### config.mk
export PLATFORM = sky130hd
export DESIGN_NAME = disk_track_loader
export DESIGN_NICKNAME = d
export VERILOG_FILES = /design/src/rtl/disk_track_loader.sv
export SDC_FILE = /design/constraint.sdc
export NUM_CORES = 1
export LEC_CHECK = 0
export CORE_MARGIN = 2
export CORE_UTILIZATION = 54
export DETAILED_ROUTE_END_ITERATION = 6
export PLACE_DENSITY = 0.82
export RECOVER_POWER = 50
export SYNTH_ARGS = -nofsm -noshare
export SYNTH_HDL_FRONTEND = slang
export SYNTH_SLANG_ARGS = --single-unit
### constraint.sdc
create_clock -name clk_sys -period 7.2 [get_ports clk_sys]
set_clock_uncertainty 0.15 [all_clocks]
set_input_delay 1.44 -clock clk_sys [delete_from_list [all_inputs] [get_ports clk_sys]]
set_output_delay 1.44 -clock clk_sys [all_outputs]
set_load 0.05 [all_outputs]
### src/rtl/disk_track_loader.sv
// disk_track_loader: streams whole floppy tracks between hps_io SD blocks and per-drive track buffers.
// Optional write-back of dirty tracks (with flush) is built when DTL_WRITEBACK_EN is defined.
module disk_track_loader #(
    parameter int NUM_DRIVES     = 2,
    parameter int SECS_PER_TRACK = 13,
    parameter int TRACK_W        = 6,
    localparam int DRV_W         = (NUM_DRIVES > 1) ? $clog2(NUM_DRIVES) : 1,
    localparam int SEC_W         = 4
) (
    input  logic                          clk_sys,
    input  logic                          reset_n,
    input  logic [NUM_DRIVES*TRACK_W-1:0] track,
    input  logic [NUM_DRIVES-1:0]         disk_we,
    input  logic [NUM_DRIVES-1:0]         img_mounted,
    input  logic [NUM_DRIVES-1:0]         img_nonempty,
    input  logic [NUM_DRIVES-1:0]         img_readonly,
    input  logic                          flush,
    output logic [NUM_DRIVES*32-1:0]      sd_lba,
    output logic [NUM_DRIVES-1:0]         sd_rd,
    output logic [NUM_DRIVES-1:0]         sd_wr,
    input  logic [NUM_DRIVES-1:0]         sd_ack,
    output logic [DRV_W-1:0]              buf_drv,
    output logic [SEC_W-1:0]              buf_sec,
    output logic                          cpu_wait,
    output logic                          busy
);
    localparam logic [SEC_W-1:0] LAST_SEC = SEC_W'(SECS_PER_TRACK - 1);

    typedef enum logic [1:0] {IDLE, WB, RD, DONE} state_t;

    state_t                  state, state_nx;
    logic [DRV_W-1:0]        svc, svc_nx, last, last_nx, pick;
    logic [TRACK_W-1:0]      tgt, tgt_nx;
    logic [31:0]             lba, lba_nx;
    logic [SEC_W-1:0]        sec, sec_nx;
    logic                    req, req_nx, wait_r, wait_nx, abort, abort_nx, fo, fo_nx, found;
    logic [NUM_DRIVES-1:0]   ack_q, need;
    logic [NUM_DRIVES-1:0]   loaded, loaded_nx, dirty, dirty_nx, mounted, mounted_nx, ro, ro_nx;
    logic [TRACK_W-1:0]      cur_track [NUM_DRIVES];
    logic [TRACK_W-1:0]      cur_nx [NUM_DRIVES];
    logic [TRACK_W-1:0]      trk [NUM_DRIVES];
    logic                    ack_rise, ack_fall, mnt_svc, abort_now;

    function automatic logic [31:0] blk(input logic [TRACK_W-1:0] t);
        return 32'(t) * 32'(SECS_PER_TRACK);
    endfunction

    assign ack_rise  = sd_ack[svc] & ~ack_q[svc];
    assign ack_fall  = ~sd_ack[svc] & ack_q[svc];
    assign mnt_svc   = img_mounted[svc];
    assign abort_now = abort | mnt_svc;
    assign buf_drv   = svc;
    assign buf_sec   = sec;
    assign cpu_wait  = wait_r;
    assign busy      = (state != IDLE);

`ifndef DTL_WRITEBACK_EN
    logic unused_wb;
    assign unused_wb = ^{disk_we, ro};
`endif

    // Per-drive service demand and round-robin pick starting after the last drive served.
    always_comb begin
        found = 1'b0;
        pick  = '0;
        for (int d = 0; d < NUM_DRIVES; d++) begin
            trk[d]  = track[d*TRACK_W +: TRACK_W];
            need[d] = mounted[d] & ~img_mounted[d] &
                      (~loaded[d] | (trk[d] != cur_track[d]) | (flush & dirty[d]));
        end
        for (int i = 0; i < NUM_DRIVES; i++) begin
            if (!found && need[(int'(last) + 1 + i) % NUM_DRIVES]) begin
                found = 1'b1;
                pick  = DRV_W'((int'(last) + 1 + i) % NUM_DRIVES);
            end
        end
    end

    // Next-state logic: per-drive mount/dirty bookkeeping followed by the block-transfer FSM.
    always_comb begin
        state_nx   = state;
        svc_nx     = svc;
        last_nx    = last;
        tgt_nx     = tgt;
        lba_nx     = lba;
        sec_nx     = sec;
        req_nx     = req;
        wait_nx    = wait_r;
        abort_nx   = abort;
        fo_nx      = fo;
        cur_nx     = cur_track;
        loaded_nx  = loaded;
        dirty_nx   = dirty;
        mounted_nx = mounted;
        ro_nx      = ro;
        for (int d = 0; d < NUM_DRIVES; d++) begin
            if (img_mounted[d]) begin
                mounted_nx[d] = img_nonempty[d];
                ro_nx[d]      = img_readonly[d];
                loaded_nx[d]  = 1'b0;
                dirty_nx[d]   = 1'b0;
            end
`ifdef DTL_WRITEBACK_EN
            else if (disk_we[d] & mounted[d] & ~ro[d] & ~(busy && svc == DRV_W'(d)))
                dirty_nx[d] = 1'b1;
`endif
        end
        case (state)
            IDLE: begin
                if (found) begin
                    svc_nx   = pick;
                    last_nx  = pick;
                    tgt_nx   = trk[pick];
                    sec_nx   = '0;
                    req_nx   = 1'b1;
                    wait_nx  = 1'b1;
                    abort_nx = 1'b0;
                    fo_nx    = loaded[pick] & (trk[pick] == cur_track[pick]);
                    state_nx = (dirty[pick] & loaded[pick]) ? WB : RD;
                    lba_nx   = (dirty[pick] & loaded[pick]) ? blk(cur_track[pick]) : blk(trk[pick]);
                end
            end
            WB, RD: begin
                if (mnt_svc) abort_nx = 1'b1;
                if (ack_rise) req_nx = 1'b0;
                if (ack_fall) begin
                    if (abort_now) begin
                        state_nx = IDLE;
                        wait_nx  = 1'b0;
                    end else if (sec != LAST_SEC) begin
                        sec_nx = sec + SEC_W'(1);
                        lba_nx = lba + 32'd1;
                        req_nx = 1'b1;
                    end else if (state == WB) begin
                        dirty_nx[svc] = 1'b0;
                        state_nx      = fo ? DONE : RD;
                        wait_nx       = ~fo;
                        req_nx        = ~fo;
                        sec_nx        = '0;
                        lba_nx        = fo ? lba : blk(tgt);
                    end else begin
                        cur_nx[svc]    = tgt;
                        loaded_nx[svc] = 1'b1;
                        state_nx       = DONE;
                        wait_nx        = 1'b0;
                    end
                end
            end
            default: state_nx = IDLE;
        endcase
    end

    // Registered state; every output derives from these flops.
    always_ff @(posedge clk_sys) begin
        if (!reset_n) begin
            state     <= IDLE;
            svc       <= '0;
            last      <= '0;
            tgt       <= '0;
            lba       <= '0;
            sec       <= '0;
            req       <= 1'b0;
            wait_r    <= 1'b0;
            abort     <= 1'b0;
            fo        <= 1'b0;
            ack_q     <= '0;
            cur_track <= '{default: '0};
            loaded    <= '0;
            dirty     <= '0;
            mounted   <= '0;
            ro        <= '0;
        end else begin
            state     <= state_nx;
            svc       <= svc_nx;
            last      <= last_nx;
            tgt       <= tgt_nx;
            lba       <= lba_nx;
            sec       <= sec_nx;
            req       <= req_nx;
            wait_r    <= wait_nx;
            abort     <= abort_nx;
            fo        <= fo_nx;
            ack_q     <= sd_ack;
            cur_track <= cur_nx;
            loaded    <= loaded_nx;
            dirty     <= dirty_nx;
            mounted   <= mounted_nx;
            ro        <= ro_nx;
        end
    end

    // Request and address lanes: only the drive in service sees a nonzero lane.
    always_comb begin
        for (int d = 0; d < NUM_DRIVES; d++) begin
            sd_lba[d*32 +: 32] = (svc == DRV_W'(d)) ? lba : 32'd0;
            sd_rd[d]           = (state == RD) && req && (svc == DRV_W'(d));
`ifdef DTL_WRITEBACK_EN
            sd_wr[d]           = (state == WB) && req && (svc == DRV_W'(d));
`else
            sd_wr[d]           = 1'b0;
`endif
        end
    end
endmodule
==> impl_metrics.json, run 1 <==
{
  "status": "finished, violations left",
  "violations": "capacitance limit, slew limit",
  "dp_hpwl_um": 11100,
  "layout_min_cycle_time_ps": 6300,
  "startpoint_type": "primary input",
  "syn_to_final_growth_pct": 20.8,
  "io_pins": 100,
  "path_cells": "clkdlybuf4s50_1 -> xor2_1 -> nor4_4 -> a31oi_2 -> a21oi_2 -> buf_4 -> mux2_2 -> ha_1 -> ha_1 -> ha_1 -> fa_1 -> a21o_1 -> a21oi_1 -> o21bai_1 -> a21oi_1 -> xor2_1 -> and3_1 -> o31ai_1",
  "p_leak_nw": 3.01,
  "syn_area_per_cell_um2": 8.18,
  "grt_max_degree": 80,
  "rows": 37,
  "die_height_um": 106,
  "min_path_type": "flip-flop to flip-flop",
  "synthCells": 688,
  "synth_area_um2": 5630,
  "root_buffer": "clkbuf_8",
  "slew_viol_final": 88,
  "ys_seq_area_frac": 0.246,
  "placed_cells": 890,
  "arrival_ps": 6410,
  "critPathMaxFanout": 13,
  "grt_setup_unrepaired": "no",
  "layout.nets": 854,
  "synthArstFlopShare": 0,
  "htree_levels": 3,
  "ys_types": 69,
  "power_mw": 1.37,
  "worstPathRequired_ps": 7310,
  "core-area_um2": 10200,
  "cp_slowest_stage_delay_ps": 660,
  "worst_slew_pin_slew_ps": 2590,
  "cts_setup_buffers": 0,
  "ys_warn_count": 0,
  "antenna_left": 0,
  "clock-sinks": 69,
  "fin_cells": 906,
  "fin_tns_setup_ps": 0,
  "port_buffers": 93,
  "ys.flop_type": "dfxtp_1",
  "yosys_register_bits": 69,
  "critical_path_class": "primary input to flip-flop",
  "cts_resized": 0,
  "clockBufferDepth": 2,
  "die_area_um2": 11200,
  "drive_above_1_share": 0.0597,
  "overflow": 0,
  "die_x_um": 106,
  "finalSetupViolations": 0,
  "rr_startpoint": "last",
  "clkLatencyLatePin_ps": 350,
  "drv_cap": 2,
  "synth_edf_count": 0,
  "start_util": 0.550,
  "relSlewSlack": -0.725,
  "grt_pass1_wl_um": 24000,
  "drt_first_pass_iters": 5,
  "cts_tree": "done",
  "cp-startpoint": "track[0]",
  "drcViolationCount": 0,
  "postCtsHoldBufs": 0,
  "min_period_over_period": 0.875,
  "dr_total_vias": 5305,
  "cts_buffers": 9,
  "hold_slack_ps": 333,
  "grtUsageTotal": 0.261,
  "cpMostUsedCell": "ha_1",
  "via_per_inst": 5.86,
  "endpoint_kind": "flip-flop",
  "num_antenna_cells": 0,
  "worstHoldStart": "req",
  "fmaxAchievable_mhz": 159,
  "wl_um": 14500,
  "gp_congestion": 0.928,
  "hold_violations": 0,
  "antenna_found_initial": 0,
  "wl_per_cell_um": 16.0,
  "first_global_vias": 5095,
  "clkTransAtPathRegs_ps": 90,
  "peakVddDrop_mv": 0.153,
  "power_per_cell_area_nw_per_um2": 202,
  "slowest_stage": "a21oi_2",
  "drt-initial-drc-count": 278,
  "final_util": 0.664
}
-- cell usage after synthesis (all sizes together), types with 6 or more instances --
library cell  count  area [um2]
a21o              8        61.3
a21oi            42         214
a211oi            8        60.1
o21bai            6        45.0
and2             34         213
or3               8        50.1
o211ai            9        67.6
mux2i            24         244
xnor2            19         166
nand2b            6        37.5
and3              9        56.3
fa                9         180
inv              45         169
xor2             25         219
nand2            36         135
ha               55         688
nand4            11        68.8
nor2             70         263
nand3            32         160
a31oi             7        50.1
mux2             13         146
nor4              8        83.8
buf              11        63.8
dfxtp            69        1380
clkbuf           21        78.8
nor2b            27         169
nor3             10        55.1
o21ai            21         109
-- cell usage in the layout (no fill, tap or decap), types with 5 or more instances in the layout --
cell	count
xor2_1	25
mux2_2	12
nor2_1	70
nand2_1	36
nand3_1	32
or3_1	8
o21ai_0	20
dlygate4sd3_1	52
mux2i_1	23
xnor2_1	19
nor4_1	5
a21oi_1	41
nand2b_1	6
o211ai_1	9
a31oi_1	6
inv_1	45
and3_1	9
clkdlybuf4s50_1	41
and2_1	34
dfxtp_1	68
nand4_1	11
fa_1	9
nor2b_1	27
ha_1	55
a211oi_1	8
clkbuf_8	10
nor3_1	9
o21bai_1	6
a21o_1	7
-- cells by family (layout without fill, tap and decap cells) --
kind of cell / Yosys count / after routing / share of synthesized area
AND/OR/NAND/NOR: 265 / 265 / 0.250
AO/OA/AOI/OAI: 130 / 130 / 0.155
buffers and inverters: 78 / 159 / 0.0560
flip-flops: 69 / 69 / 0.246
adder cells (fa/ha/maj): 64 / 64 / 0.154
XOR/XNOR: 44 / 44 / 0.0685
multiplexers: 37 / 37 / 0.0694
other: 1 / 2 / 0.000667
-- final timing paths --
path,end,slack [ps],cells past startpoint
setup / recovery,lba[9],900,18
hold / removal,req,330,2
setup reg to reg,lba[11],1470,8
hold reg to reg,req,330,2
-- critical path: cells and delay by family --
kind / cells / cell delay [ps]
xor gates and xnor gates: 2 / 270
buffers and inverters: 2 / 780
AOI/OAI and AO/OA: 7 / 1780
muxes: 1 / 380
and+or+nand+nor: 2 / 550
adders and majority gates: 4 / 1210
-- flip-flops by register name (all words and copies together) (netlist names), 2 cells and up --
name / cells
lba: 32
cur_track: 12
tgt: 6
buf_sec: 4
ack_q: 2
dirty: 2
loaded: 2
mounted: 2
state: 2
-- cell type report --
type / instances / area [um2]
clock buffers: 10 / 138
clock inverters: 6 / 70.1
fillers: 869 / 3440
inverters: 46 / 173
multi-input cells: 542 / 3900
flip-flops and latches: 69 / 1380
well taps: 136 / 170
repair buffers: 97 / 957
-- through the flow --
step / setup WS, ps / instance area, um2
6_report: 902 / 6790
5_1_grt: 669 / 6790
4_1_cts: 928 / 6830
3_5_place_dp: 585 / 6620
3_3_place_gp: 717 / 6620
2_1_floorplan: 1440 / 5630
-- where the power goes --
group          switching (mW)  total, mW  internal, mW
clock                   0.164      0.336         0.172
combinational           0.363      0.555         0.192
sequential             0.0603      0.478         0.418
-- per-layer routing --
metal / GRT usage / wire (um) / vias up
met5: 0 / 0 / -
met4: 0.0940 / 347 / 0
met3: 0.0490 / 1020 / 30
met2: 0.462 / 7140 / 222
met1: 0.316 / 5970 / 2490
li1: - / - / 2563
Power figures use the tool's default switching activity.
==> inputs of run 2 (changes only) <==
- CTS_CLUSTER_SIZE: unset -> 16
==> results of run 2 <==
Final layout, timing and power as in run 1 (identical DEF).
==> inputs of run 3 (changes only) <==
- CTS_CLUSTER_SIZE: 16 -> 20
==> results of run 3 <==
Final layout, timing and power as in run 1 (identical DEF).
